===== src/rtl/submatrix_reader_if.sv =====
`default_nettype none
// =============================================================================
// submatrix_reader_if: pixel-beat stream (valid/ready) tagged with x/y/last.
// Revision: 1.0
// =============================================================================
interface submatrix_reader_if #(
    parameter int DATA_W  = 8,
    parameter int COORD_W = 8
);
    logic               valid;
    logic               ready;
    logic [DATA_W-1:0]  data;
    logic [COORD_W-1:0] x;
    logic [COORD_W-1:0] y;
    logic               last;

    modport master (output valid, data, x, y, last, input ready);
    modport slave  (input valid, data, x, y, last, output ready);
endinterface
`default_nettype wire


===== src/rtl/submatrix_reader.sv =====
`default_nettype none
// =============================================================================
// submatrix_reader: streams a rectangular window of the frame buffer in
// row-major order; define SUBMATRIX_CLIP_EN to clip the window to the image.
// Revision: 1.0
// =============================================================================
module submatrix_reader #(
    parameter int IMG_W   = 240,
    parameter int IMG_H   = 240,
    parameter int ADDR_W  = 16,
    parameter int DATA_W  = 8,
    parameter int COORD_W = 8
) (
    input  logic               clock,
    input  logic               resetN,
    input  logic               start,
    input  logic [COORD_W-1:0] x0,
    input  logic [COORD_W-1:0] y0,
    input  logic [COORD_W-1:0] win_w,
    input  logic [COORD_W-1:0] win_h,
    output logic               busy,
    output logic               done,
    output logic               mem_rden,
    output logic [ADDR_W-1:0]  mem_addr,
    input  logic [DATA_W-1:0]  mem_q,
    submatrix_reader_if.master out
);

    localparam int TOTAL = IMG_W * IMG_H;

    typedef enum logic [1:0] {
        IDLE  = 2'd0,
        RUN   = 2'd1,
        DRAIN = 2'd2,
        DONE  = 2'd3
    } state_t;

    state_t state, state_next;

    // a and b are each below TOTAL, so one conditional subtract is a full modulo
    function automatic logic [ADDR_W-1:0] wrap_add(input logic [31:0] a, input logic [31:0] b);
        logic [31:0] s;
        s = a + b;
        if (s >= 32'(TOTAL))
            s = s - 32'(TOTAL);
        return ADDR_W'(s);
    endfunction

    // window parameters and address-generation state
    logic [COORD_W-1:0] x0_q, win_w_q, win_h_q;
    logic [COORD_W-1:0] col, row, cur_x, cur_y;
    logic [ADDR_W-1:0]  row_base, addr;

    // one read in flight, with its tags waiting for the RAM data
    logic               inflight;
    logic [COORD_W-1:0] pend_x, pend_y;
    logic               pend_last;

    // 2-entry output FIFO
    logic [DATA_W-1:0]  fifo_data [2];
    logic [COORD_W-1:0] fifo_x    [2];
    logic [COORD_W-1:0] fifo_y    [2];
    logic               fifo_last [2];
    logic               rd_ptr, wr_ptr;
    logic [1:0]         count;

    logic [COORD_W-1:0] eff_w, eff_h;
    logic               win_empty;
    logic [ADDR_W-1:0]  start_base, start_addr, next_base, next_row_addr;
    logic               pop, last_read;
    logic [2:0]         occupancy;

`ifdef SUBMATRIX_CLIP_EN
    always_comb begin
        eff_w = win_w;
        eff_h = win_h;
        if (32'(x0) >= 32'(IMG_W))
            eff_w = '0;
        else if (32'(win_w) > 32'(IMG_W) - 32'(x0))
            eff_w = COORD_W'(32'(IMG_W) - 32'(x0));
        if (32'(y0) >= 32'(IMG_H))
            eff_h = '0;
        else if (32'(win_h) > 32'(IMG_H) - 32'(y0))
            eff_h = COORD_W'(32'(IMG_H) - 32'(y0));
    end
`else
    assign eff_w = win_w;
    assign eff_h = win_h;
`endif

    assign win_empty     = (eff_w == '0) || (eff_h == '0);
    assign start_base    = wrap_add(32'(y0) * 32'(IMG_W), 32'd0);
    assign start_addr    = wrap_add(32'(start_base), 32'(x0));
    assign next_base     = wrap_add(32'(row_base), 32'(IMG_W));
    assign next_row_addr = wrap_add(32'(next_base), 32'(x0_q));

    assign pop       = out.valid && out.ready;
    assign last_read = (col == win_w_q - COORD_W'(1)) && (row == win_h_q - COORD_W'(1));
    // slots already promised (buffered + in flight) after this cycle's pop
    assign occupancy = {1'b0, count} + {2'b0, inflight} - {2'b0, pop};
    assign mem_rden  = (state == RUN) && (occupancy < 3'd2);
    assign mem_addr  = addr;
    assign busy      = (state != IDLE);

    assign out.valid = (count != 2'd0);
    assign out.data  = fifo_data[rd_ptr];
    assign out.x     = fifo_x[rd_ptr];
    assign out.y     = fifo_y[rd_ptr];
    assign out.last  = fifo_last[rd_ptr];

    always_ff @(posedge clock) begin
        if (!resetN)
            state <= IDLE;
        else
            state <= state_next;
    end

    always_comb begin
        state_next = state;
        done       = 1'b0;
        case (state)
            IDLE: begin
                if (start)
                    state_next = win_empty ? DONE : RUN;
            end
            RUN: begin
                if (mem_rden && last_read)
                    state_next = DRAIN;
            end
            DRAIN: begin
                // the tagged last beat is the final entry, so its pop empties the FIFO
                if (pop && out.last) begin
                    done       = 1'b1;
                    state_next = IDLE;
                end
            end
            DONE: begin
                done       = 1'b1;
                state_next = IDLE;
            end
            default: state_next = IDLE;
        endcase
    end

    always_ff @(posedge clock) begin
        if (!resetN) begin
            x0_q      <= '0;
            win_w_q   <= '0;
            win_h_q   <= '0;
            col       <= '0;
            row       <= '0;
            cur_x     <= '0;
            cur_y     <= '0;
            row_base  <= '0;
            addr      <= '0;
            inflight  <= 1'b0;
            pend_x    <= '0;
            pend_y    <= '0;
            pend_last <= 1'b0;
            rd_ptr    <= 1'b0;
            wr_ptr    <= 1'b0;
            count     <= '0;
            for (int i = 0; i < 2; i++) begin
                fifo_data[i] <= '0;
                fifo_x[i]    <= '0;
                fifo_y[i]    <= '0;
                fifo_last[i] <= 1'b0;
            end
        end else begin
            if (state == IDLE && start) begin
                x0_q     <= x0;
                win_w_q  <= eff_w;
                win_h_q  <= eff_h;
                col      <= '0;
                row      <= '0;
                cur_x    <= x0;
                cur_y    <= y0;
                row_base <= start_base;
                addr     <= start_addr;
            end else if (mem_rden) begin
                if (col == win_w_q - COORD_W'(1)) begin
                    col      <= '0;
                    row      <= row + COORD_W'(1);
                    cur_x    <= x0_q;
                    cur_y    <= cur_y + COORD_W'(1);
                    row_base <= next_base;
                    addr     <= next_row_addr;
                end else begin
                    col   <= col + COORD_W'(1);
                    cur_x <= cur_x + COORD_W'(1);
                    addr  <= wrap_add(32'(addr), 32'd1);
                end
            end

            inflight <= mem_rden;
            if (mem_rden) begin
                pend_x    <= cur_x;
                pend_y    <= cur_y;
                pend_last <= last_read;
            end

            if (inflight) begin
                fifo_data[wr_ptr] <= mem_q;
                fifo_x[wr_ptr]    <= pend_x;
                fifo_y[wr_ptr]    <= pend_y;
                fifo_last[wr_ptr] <= pend_last;
                wr_ptr            <= ~wr_ptr;
            end
            if (pop)
                rd_ptr <= ~rd_ptr;
            count <= count + {1'b0, inflight} - {1'b0, pop};
        end
    end

endmodule
`default_nettype wire

===== src/flat_wrapper.sv =====
// flat-port wrapper written by rule: the top's interface ports become plain ports
module submatrix_reader_flat 
#(
    parameter int IMG_W   = 240,
    parameter int IMG_H   = 240,
    parameter int ADDR_W  = 16,
    parameter int DATA_W  = 8,
    parameter int COORD_W = 8
)
  (clock, resetN, start, x0, y0, win_w, win_h, busy, done, mem_rden, mem_addr, mem_q, out_valid, out_data, out_x, out_y, out_last, out_ready);
  submatrix_reader_if #(.DATA_W(DATA_W), .COORD_W(COORD_W)) out_i ();
  input  logic clock;
  input  logic resetN;
  input  logic start;
  input  logic [COORD_W-1:0] x0;
  input  logic [COORD_W-1:0] y0;
  input  logic [COORD_W-1:0] win_w;
  input  logic [COORD_W-1:0] win_h;
  output logic busy;
  output logic done;
  output logic mem_rden;
  output logic [ADDR_W-1:0] mem_addr;
  input  logic [DATA_W-1:0] mem_q;
  output wire logic [$bits(out_i.valid)-1:0] out_valid;
  output wire logic [$bits(out_i.data)-1:0] out_data;
  output wire logic [$bits(out_i.x)-1:0] out_x;
  output wire logic [$bits(out_i.y)-1:0] out_y;
  output wire logic [$bits(out_i.last)-1:0] out_last;
  input wire logic [$bits(out_i.ready)-1:0] out_ready;
  assign out_valid = out_i.valid;
  assign out_data = out_i.data;
  assign out_x = out_i.x;
  assign out_y = out_i.y;
  assign out_last = out_i.last;
  assign out_i.ready = out_ready;
  submatrix_reader #(.IMG_W(IMG_W), .IMG_H(IMG_H), .ADDR_W(ADDR_W), .DATA_W(DATA_W), .COORD_W(COORD_W)) u_core (.clock(clock), .resetN(resetN), .start(start), .x0(x0), .y0(y0), .win_w(win_w), .win_h(win_h), .busy(busy), .done(done), .mem_rden(mem_rden), .mem_addr(mem_addr), .mem_q(mem_q), .out(out_i));
endmodule

===== config.mk =====
export PLATFORM = sky130hd
export DESIGN_NAME = submatrix_reader_flat
export DESIGN_NICKNAME = d
export VERILOG_FILES = /design/src/rtl/submatrix_reader_if.sv /design/src/rtl/submatrix_reader.sv /design/src/flat_wrapper.sv
export SDC_FILE = /design/constraint.sdc
export NUM_CORES = 1
export LEC_CHECK = 0
export CORE_MARGIN = 10
export CORE_UTILIZATION = 50
export CTS_CLUSTER_SIZE = 28
export DETAILED_ROUTE_END_ITERATION = 16
export GPL_TIMING_DRIVEN = 0
export PLACE_DENSITY = 0.78
export SYNTH_ARGS = -nofsm -noshare
export SYNTH_HDL_FRONTEND = slang
export SYNTH_SLANG_ARGS = --single-unit

===== constraint.sdc =====
create_clock -name clock -period 6.3 [get_ports clock]
set_input_delay 1.26 -clock clock [delete_from_list [all_inputs] [get_ports clock]]
set_output_delay 1.26 -clock clock [all_outputs]
set_load 0.02 [all_outputs]

### Word level (Yosys, flattened, before mapping)

Memories as Yosys holds them, arrays and structs flattened. A register that Yosys moved wholly into a read port is not among the register bits.
Index checks and enable logic that the tools add are counted.

| storage, ports and cells | value |
|---|---|
| flip-flop bits (word level) | 112 |
| bits in writable memories | 50 |
| input bits | 44 |
| word-level logic and storage cells | 129 |
| memories | 4 |

Memories:

| memory | words | bits a word | read ports | clocked after Yosys merged registers in | write ports | RTL line | source |
|---|---|---|---|---|---|---|---|
| u_core.fifo_data | 2 | 8 | 1 | 1 | 2 | submatrix_reader.sv:60 | `logic [DATA_W-1:0] fifo_data [2];` |
| u_core.fifo_x | 2 | 8 | 1 | 1 | 2 | submatrix_reader.sv:61 | `logic [COORD_W-1:0] fifo_x [2];` |
| u_core.fifo_y | 2 | 8 | 1 | 1 | 2 | submatrix_reader.sv:62 | `logic [COORD_W-1:0] fifo_y [2];` |
| u_core.fifo_last | 2 | 1 | 1 | 1 | 2 | submatrix_reader.sv:63 | `logic fifo_last [2];` |

| cells by class | value |
|---|---|
| add/sub/neg operators | 19 |
| multiply operators | 1 |
| $lt $le $gt $ge | 6 |
| equal/unequal tests | 8 |
| muxes and demuxes | 49 |
| bitwise operators | 3 |
| reductions and logical operators | 22 |

Operators with widths:

| kind | count |
|---|---|
| $mux 16 | 11 |
| $mux 8 | 10 |
| $sub 16x16->16 const B | 5 |
| $ge 17x16->1 const B | 4 |
| $add 16x8->17 | 2 |
| $add 8x1->8 const B | 4 |
| $reduce_or 8->1 | 3 |
| $mux 1 | 22 |
| $add 16x1->17 const B | 1 |
| $add 16x8->17 const B | 1 |
| $eq 8x8->1 | 2 |
| $ge 16x16->1 const B | 1 |
| $logic_not 8->1 | 2 |
| $sub 8x1->8 const B | 2 |
| $mul 8x4->12 const B | 1 |
| $mux 2 | 4 |
| $pmux 2 s4 | 1 |
| $reduce_bool 2->1 | 4 |
| $logic_and 1x1->1 | 6 |
| $eq 2x2->1 const B | 2 |
| $ne 2x2->1 const B | 2 |
| $reduce_and 2->1 | 2 |
| $add 2x1->3 | 1 |
| $lt 3x2->1 const B | 1 |
| other kinds (12) | 14 |

### Depth between registers and ports, before layout

Gate-level depths: netlist of the first run.

| depth | value |
|---|---|
| depth in word-level cells | 9 |
| depth in mapped cells | 21 |
| depth with buffers taken out | 20 |

### Worst setup path before layout of the first run

OpenSTA, ideal clock, no wires.

| timing | value |
|---|---|
| kind | input to register |
| start point | input y0[0] |
| end point | register u_core.addr[9], in the netlist u_core.mem_addr[9] |
| library setup time | 0.062 ns |
| arrival | 5.926 ns |
| required time | 6.238 ns |
| slack | 0.312 ns |
| cell stages on the path | 19 |
| buffers on the path | 3 |
| path through | fa_1 > fa_1 > inv_1 > fa_1 > xnor2_1 > inv_1 > ha_1 > buf_1 > o211ai_1 > or3_1 > clkbuf_1 > and2_1 > buf_2 > mux2_2 > nand2_1 > nor4_1 > or3b_1 > or4_1 > nand3_1 |

| between the ends | value |
|---|---|
| cells in the longest elaborated chain, start to end | 7 |
| elaborated cells on any way between the ends | 9 |
| classes of those cells | add/sub: 3; mul: 1; order compare: 2; mux: 3 |

Ends and longest elaborated chain:

| what | RTL line | source |
|---|---|---|
| from (decl) | flat_wrapper.sv:16 | `input logic [COORD_W-1:0] y0;` |
| $mul 8x4->12 * | submatrix_reader.sv:92 | `assign start_base = wrap_add(32'(y0) * 32'(IMG_W), 32'd0);` |
| $sub 16x16->16 or $ge 16x16->1 (tied branches) | submatrix_reader.sv:45, submatrix_reader.sv:44 |  |
| $mux 16 * | submatrix_reader.sv:44 | `if (s >= 32'(TOTAL))` |
| $add 16x8->17 * | submatrix_reader.sv:43 | `s = a + b;` |
| $sub 16x16->16 or $ge 17x16->1 (tied branches) | submatrix_reader.sv:45, submatrix_reader.sv:44 |  |
| $mux 16 * | submatrix_reader.sv:44 |  |
| $mux 16 * | submatrix_reader.sv:170 | `if (state == IDLE && start) begin` |
| to (signal assigned) | submatrix_reader.sv:179 | `addr <= start_addr;` |
| to (signal assigned) | submatrix_reader.sv:187 | `addr <= next_row_addr;` |
| to (signal assigned) | submatrix_reader.sv:191 | `addr <= wrap_add(32'(addr), 32'd1);` |
| to (decl) | submatrix_reader.sv:52 | `logic [ADDR_W-1:0] row_base, addr;` |

Mark *: on every way between the ends. The rest lies on a longest branch, timed or not.
A chain may end at the register's enable or synchronous reset.

### Worst setup path in the final report of the first run

| timing | value |
|---|---|
| start point | input out_ready |
| end point | output mem_rden |

| between the ends | value |
|---|---|
| cells in the longest elaborated chain, start to end | 4 |

Ends and longest elaborated chain:

| what | RTL line | source |
|---|---|---|
| from (decl) | flat_wrapper.sv:29 | `input wire logic [$bits(out_i.ready)-1:0] out_ready;` |
| $logic_and 1x1->1 | submatrix_reader.sv:97 | `assign pop = out.valid && out.ready;` |
| via u_core.pop | submatrix_reader.sv:70 | `logic pop, last_read;` |
| $sub 3x1->3 | submatrix_reader.sv:100 | `assign occupancy = {1'b0, count} + {2'b0, inflight} - {2'b0, pop};` |
| $lt 3x2->1 | submatrix_reader.sv:101 | `assign mem_rden = (state == RUN) && (occupancy < 3'd2);` |
| $logic_and 1x1->1 | submatrix_reader.sv:101 |  |
| to (decl) | flat_wrapper.sv:21 | `output logic mem_rden;` |

The timed path passes the listed nets, and every way through them passes these cells.

==> run_results.csv, run 1 <==
group,metric,value,unit
grt,grt_use_total,0.210,
synthesis,synth_seq_cells,159,
floorplanning,start_util,0.506,
floorplanning,fp.dieH,165,um
sta,finalMaxSlewViolations,0,
detailed_routing,drt_iter0_drc,857,
grt,grt_first_pass_wirelength,45900,um
grt,antenna_found_initial,0,
sta,rsz0062_at_grt,"no",
sta,finalCritPeriodShare,0.968,
pwr,powerDensity,351,nW/um^2
synthesis,synth-edff-count,48,
final_layout,syn_to_final_growth,19.0,%
placed_design,dpl.hpwl,22100,um
sta,fin_skew,0.00808,ns
synthesis,synthMuxAreaShare,0.0377,
floorplanning,rows,53,
sta,hold_viol,0,
synthesis,ys_warn_count,0,
run,max-cap-violations,0,
synthesis,synth-compound-area-share,0.165,
synthesis,synth_simple_gate_area_frac,0.238,
floorplanning,coreArea,20900,sq um
synthesis,avgSynthCellArea,8.40,sq um
critical_path,cp.required,5.04,ns
sta,setup_violations,0,
final_layout,final_util,0.602,
cts,cts_hold_buffers,0,
sta,whs,0.460,ns
cts,clkTransAtPathRegs,0.06,ns
synthesis,synth_top_family_by_area,"simple AND/OR/NAND/NOR gates",
cts,cts.sinks,159,
sta,finalCriticalPeriod,6.10,ns
final_layout,nets,1471,
synthesis,synth_cell_types,81,
placed_design,placed_area,11800,sq um
floorplanning,die_x,165,um
cts,insertion_delay,0.43,ns
critical_path,critical_path.max_fanout,10,
grt,grt_max_degree,25,
final_layout,drive_above_1_share,0.0840,
final_layout,final_common_cell,"nand2_1",
cts,clockBufferDepth,2,
detailed_routing,routed-via-count,9571,
floorplanning,dieArea,27300,sq um
detailed_routing,drtPass1Iterations,8,
synthesis,ys_seq_area_frac,0.347,
grt,overflow,0,
synthesis,synth-xor-area-share,0.0875,
synthesis,yosys_most_used_dff,"dfxtp_1",
cts,cts_tree,"yes",
detailed_routing,wire_per_inst,17.8,um
synthesis,synth.net_count,1360,
final_layout,fill_cells,1853,
critical_path,arrival,4.84,ns
synthesis,syn_area,10600,sq um
final_layout,fin_area,12600,sq um
critical_path,end_kind,"primary output",
sta,max-slew-margin-rel,0.236,
synthesis,syn-instance-count,1257,
placed_design,gp_congestion,0.986,
synthesis,synthAdderAreaFrac,0.0805,
cts,clock-root-buffer,"clkbuf_16",
grt,grt_pass1_vias,9067,
critical_path,critPathKind,"primary input to primary output",
detailed_routing,drt-total-wl,29500,um
pwr,power,4.42,mW
final_layout,antenna_cells,0,
detailed_routing,drc_errors,0,
detailed_routing,ant_nets,0,
hold_path,min_path_type,"flop to flop",
sta,worst-slew-pin-transition,1.15,ns
cts,htreeDepth,4,
placed_design,io_buffers,87,
final_layout,final_cell_mix,"nand2_1, dfxtp_1, nor2_1",
placed_design,preCtsSetupSlack,-1.15,ns
sta,fmax,0.164,GHz
detailed_routing,viasPerCell,5.78,
pwr,total_leakage_power,4.83,nW
sta,fin_ws,0.204,ns
critical_path,startpoint_type,"primary input",
cts,numCtsBuffers,17,
pwr,peakVddDrop,202,uV
floorplanning,num_io_pins,89,
synthesis,synth-async-reset-ratio,0,
status,status,"complete, no violations",
area by class of cell:
type                    instances  area [sq um]  share of cell area
inverters                      54           203              0.0161
flip-flops and latches        159          3660               0.291
multi-input cells             976          6580               0.524
clock buffers                  18           439              0.0349
clock inverters                14           171              0.0136
repair buffers                 94           911              0.0725
well taps                     275           344              0.0274
plain buffers                  66           258              0.0205
cell families (layout without fill, tap and decap cells):
| logic type | after synthesis | in the layout |
|---|---|---|
| AO/OA/AOI/OAI | 263 | 263 |
| multiplexers | 36 | 36 |
| AND/OR/NAND/NOR | 514 | 514 |
| flip-flops | 159 | 159 |
| buffers and inverters | 122 | 246 |
| adder cells (fa/ha/maj) | 59 | 59 |
| XOR/XNOR | 104 | 104 |
power by group:
| part | internal (mW) | total (mW) | switching (mW) |
|---|---|---|---|
| Sequential | 1.17 | 1.27 | 0.101 |
| Clock | 0.609 | 1.07 | 0.458 |
| Combinational | 0.835 | 2.08 | 1.25 |
| Total | 2.61 | 4.42 | 1.81 |
per-stage QoR:
step                TNS (ns)  instances
detailed placement     -7.74       1619
CTS                        0       1653
global route               0       1656
finish                     0       1656
global placement       -6.88       1619
floorplan                  0       1257
worst paths after layout:
check | endpoint | cells past startpoint | slack [ns] | startpoint
setup / recovery | mem_rden | 13 | 0.20 | out_ready
hold / removal | u_core.pend_y[4]$_SDFFE_PN0P_ | 2 | 0.46 | u_core.pend_y[4]$_SDFFE_PN0P_
setup reg to reg | u_core.mem_addr[10]$_SDFFE_PN0P_ | 19 | 0.93 | u_core.row_base[4]$_SDFFE_PN0P_
hold reg to reg | u_core.pend_y[4]$_SDFFE_PN0P_ | 2 | 0.46 | u_core.pend_y[4]$_SDFFE_PN0P_
synth_stat cells, types with 30 or more instances:
| cell | n | area [sq um] |
|---|---|---|
| a21oi_1 | 94 | 470 |
| o21ai_0 | 37 | 185 |
| and2_1 | 60 | 375 |
| xor2_1 | 47 | 412 |
| nand2_1 | 168 | 631 |
| ha_1 | 44 | 551 |
| edfxtp_1 | 48 | 1440 |
| nand3_1 | 35 | 175 |
| inv_1 | 52 | 195 |
| nor2_1 | 110 | 413 |
| dfxtp_1 | 111 | 2220 |
| clkbuf_1 | 55 | 206 |
| mux2_2 | 30 | 338 |
| xnor2_1 | 56 | 490 |
sequential cells by signal, indices dropped and copies added (netlist names), 12 cells and up, named ones only:
register / count
u_core.fifo_data: 16
u_core.row_base: 12
u_core.fifo_y: 16
u_core.mem_addr: 16
u_core.fifo_x: 16
worst max-delay path, stage by stage:
cell	delay (ns)
clkdlybuf4s50_1	0.41
nand2_1	0.10
inv_1	0.05
ha_1	0.28
inv_1	0.06
ha_1	0.13
inv_1	0.05
fa_1	0.37
xnor2_1	0.16
nand3_1	0.41
clkinv_1	0.35
clkbuf_1	0.49
clkdlybuf4s50_1	0.72
per-layer routing:
| metal | track usage | wire, um |
|---|---|---|
| met1 | 0.249 | 12000 |
| met2 | 0.359 | 14300 |
| met3 | 0.0392 | 2120 |
| met4 | 0.103 | 1140 |
| met5 | 0 | 0 |
repair_timing:
item	4_1_cts	5_1_grt
pin swaps	2	4
resized for setup	18	23
buffers inserted	3	4
endpoints found under the setup margin	8	5
gates cloned	0	0
Power figures use the tool's default switching activity.
==> run 2, diff against run 1 <==
--- a/config.mk
+++ b/config.mk
@@ -5,12 +5,12 @@
 export SDC_FILE = /design/constraint.sdc
 export NUM_CORES = 1
 export LEC_CHECK = 0
-export CORE_MARGIN = 10
+export CORE_MARGIN = 3
 export CORE_UTILIZATION = 50
 export CTS_CLUSTER_SIZE = 28
 export DETAILED_ROUTE_END_ITERATION = 16
 export GPL_TIMING_DRIVEN = 0
-export PLACE_DENSITY = 0.78
+export PLACE_DENSITY = 0.75
 export SYNTH_ARGS = -nofsm -noshare
 export SYNTH_HDL_FRONTEND = slang
 export SYNTH_SLANG_ARGS = --single-unit
==> constraint.sdc (replaced) <==
create_clock -name clock -period 7.9 [get_ports clock]
set_input_delay 1.58 -clock clock [delete_from_list [all_inputs] [get_ports clock]]
set_output_delay 1.58 -clock clock [all_outputs]
set_load 0.02 [all_outputs]
==> run 2 against run 1 <==
Global-route usage rose by 3.2 points; critical path depth rose by 6; final area fell by 1.9%; sequential power fell by 20%; cell count fell by 0.60%; sequential share of layout area rose by 0.56 points; non-clock buffer count fell by 5; utilization barely moved; count of clock-buffer cells in the layout rose by 3; setup slack improved by 0.38 ns; combinational power fell by 25%; via count barely moved; critical path type is now primary input to flop; highest routed layer unchanged.
==> run_results.csv, run 2 (synthesis gave the netlist of run 1 again) <==
group,metric,value,unit
pwr,p_seq_frac,0.302,
floorplanning,coreArea,20500,sq um
sta,whs,0.466,ns
final_layout,final_cell_mix,"nand2_1, dfxtp_1, nor2_1",
sta,finalMaxSlewViolations,0,
run,max-cap-violations,0,
critical_path,crit_path_frequent_cell,"fa_1",
grt,antenna_found_initial,0,
sta,setup_violations,0,
cts,ctsResizeCount,0,
critical_path,end_kind,"flop",
cts,clkTransAtPathRegs,0.06,ns
critical_path,critPathKind,"primary input to flop",
hold_path,min_path_type,"flop to flop",
detailed_routing,drt-total-wl,27900,um
grt,gr-usage-met1,0.328,
final_layout,fill_cells,1831,
critical_path,cp.required,8.26,ns
cts,htreeDepth,4,
pwr,p_sw,1.38,mW
sta,fin_skew,0.0121,ns
cts,insertion_delay,0.43,ns
grt,grt_use_total,0.243,
placed_design,io_buffers,87,
pwr,p_int,1.99,mW
floorplanning,fp.dieH,151,um
cts,clockBufferDepth,2,
detailed_routing,drt_iter0_drc,875,
critical_path,reg2reg_from,"u_core.row_base[4]$_SDFFE_PN0P_",
pwr,total_leakage_power,4.71,nW
cts,cts.sinks,159,
sta,rsz0062_at_grt,"no",
final_layout,drive_above_1_share,0.0618,
sta,worst-slew-pin-transition,1.13,ns
final_layout,syn_to_final_growth,16.8,%
grt,grt_pass1_vias,8823,
grt,grt_use_met3,0.0377,
critical_path,arrival,7.67,ns
grt,grt_max_degree,25,
floorplanning,start_util,0.515,
floorplanning,rows,52,
sta,fmax,0.137,GHz
final_layout,antenna_cells,0,
placed_design,dpl.hpwl,21400,um
cts,cts_hold_buffers,0,
critical_path,worstPathCellList,"clkdlybuf4s50_1, fa_1, fa_1, inv_1, fa_1, xnor2_1, inv_1, ha_1, buf_1, xnor3_1, nand3_1, nor4_1, o2bb2ai_1, o211ai_2, nor3_1, nor4_1, or3b_1, or4_1, nand3_1",
pwr,power_frac_comb,0.465,
sta,hold_viol,0,
sta,setup_tns,0,ns
critical_path,cp_slowest_cell,"xnor2_1",
grt,grt_first_pass_wirelength,44400,um
detailed_routing,viasPerCell,5.81,
floorplanning,dieArea,22900,sq um
detailed_routing,ant_nets,0,
sta,finalCriticalPeriod,7.32,ns
final_layout,regArea,3660,sq um
grt,gr-usage-met2,0.393,
final_layout,multi_input_area,6430,sq um
floorplanning,die_x,151,um
floorplanning,num_io_pins,89,
hold_path,min_from,"u_core.pend_x[2]$_SDFFE_PN0P_",
critical_path,cp_slowest_stage_delay,0.69,ns
grt,grt-busiest-layer,"met2",
status,status,"complete, no violations",
pwr,swShare,0.410,
detailed_routing,wire_per_inst,17.0,um
final_layout,final_common_cell,"nand2_1",
critical_path,critical_path.max_fanout,9,
sta,max-slew-margin-rel,0.245,
detailed_routing,drc_errors,0,
cts,cts_setup_buffers,0,
sta,finalCritPeriodShare,0.926,
grt,overflow,0,
detailed_routing,drtPass1Iterations,6,
critical_path,startpoint,"y0[0]",
pwr,powerDensity,273,nW/um^2
final_layout,nets,1466,
cts,numCtsBuffers,17,
detailed_routing,routed-via-count,9566,
cts,clock-root-buffer,"clkbuf_16",
critical_path,startpoint_type,"primary input",
pwr,peakVddDrop,130,uV
cts,cts_tree,"yes",
pwr,clkPwrFrac,0.233,
placed_design,gp_congestion,0.929,
-- run 2: cell types whose count changed in the layout (fill, tap and decap cells not counted), sizes merged --
cell	delta
buf	-6
bufinv	-2
clkdlybuf4s50	+7
clkinv	-2
clkinvlp	+2
dlymetal6s2s	-3
inv	-1
-- run 2: per-stage QoR --
step | power, mW | cell area [sq um] | instances | setup slack, ns | utilization
final | 3.37 | 12300 | 1646 | 0.585 | 0.602
after global routing | 3.57 | 12300 | 1646 | 0.176 | 0.602
after global placement | 2.55 | 11800 | 1614 | 0.227 | 0.574
after floorplan | 2.12 | 10600 | 1257 | 1.59 | -
after CTS | 3.36 | 12300 | 1646 | 0.605 | 0.602
after detailed placement | 2.58 | 11800 | 1614 | 0.220 | 0.574
-- run 2: metal layers --
metal	share of wire	wire (um)
met1	0.45	12500
met2	0.47	13000
met3	0.061	1700
met4	0.027	750
met5	0	0
-- run 2: path summary, 6_finish.rpt --
| path | endpoint | slack (ns) | depth (start not counted) |
|---|---|---|---|
| max | u_core.mem_addr[9]$_SDFFE_PN0P_ | 0.58 | 19 |
| min | u_core.pend_x[2]$_SDFFE_PN0P_ | 0.47 | 2 |
| max reg2reg | u_core.mem_addr[10]$_SDFFE_PN0P_ | 2.42 | 19 |
| min reg2reg | u_core.pend_x[2]$_SDFFE_PN0P_ | 0.47 | 2 |
-- run 2: layout make-up --
class,count,share of cell area
clock inverter,11,0.00832
sequential,159,0.297
buffer,68,0.0215
timing repair buffer,87,0.0706
tap,270,0.0274
clock buffer,21,0.0374
inverter,54,0.0164
multi-input combinational,976,0.521
-- run 2: power by group through the flow --
stage	Sequential [mW]	Clock [mW]	Combinational, mW
final	1.02	0.784	1.56
after global routing	1.03	0.825	1.72
after CTS	1.02	0.788	1.55
after detailed placement	1.03	0	1.54
after global placement	1.03	0	1.52
after floorplan	1.03	0	1.09
-- run 2: critical path, delay by kind of cell --
kind	cells	cell delay (ns)
adders and majority gates	4	1.83
and+or+nand+nor	7	1.62
buffers and inverters	4	1.13
xor gates and xnor gates	2	1.04
AOI/OAI and AO/OA	2	0.46
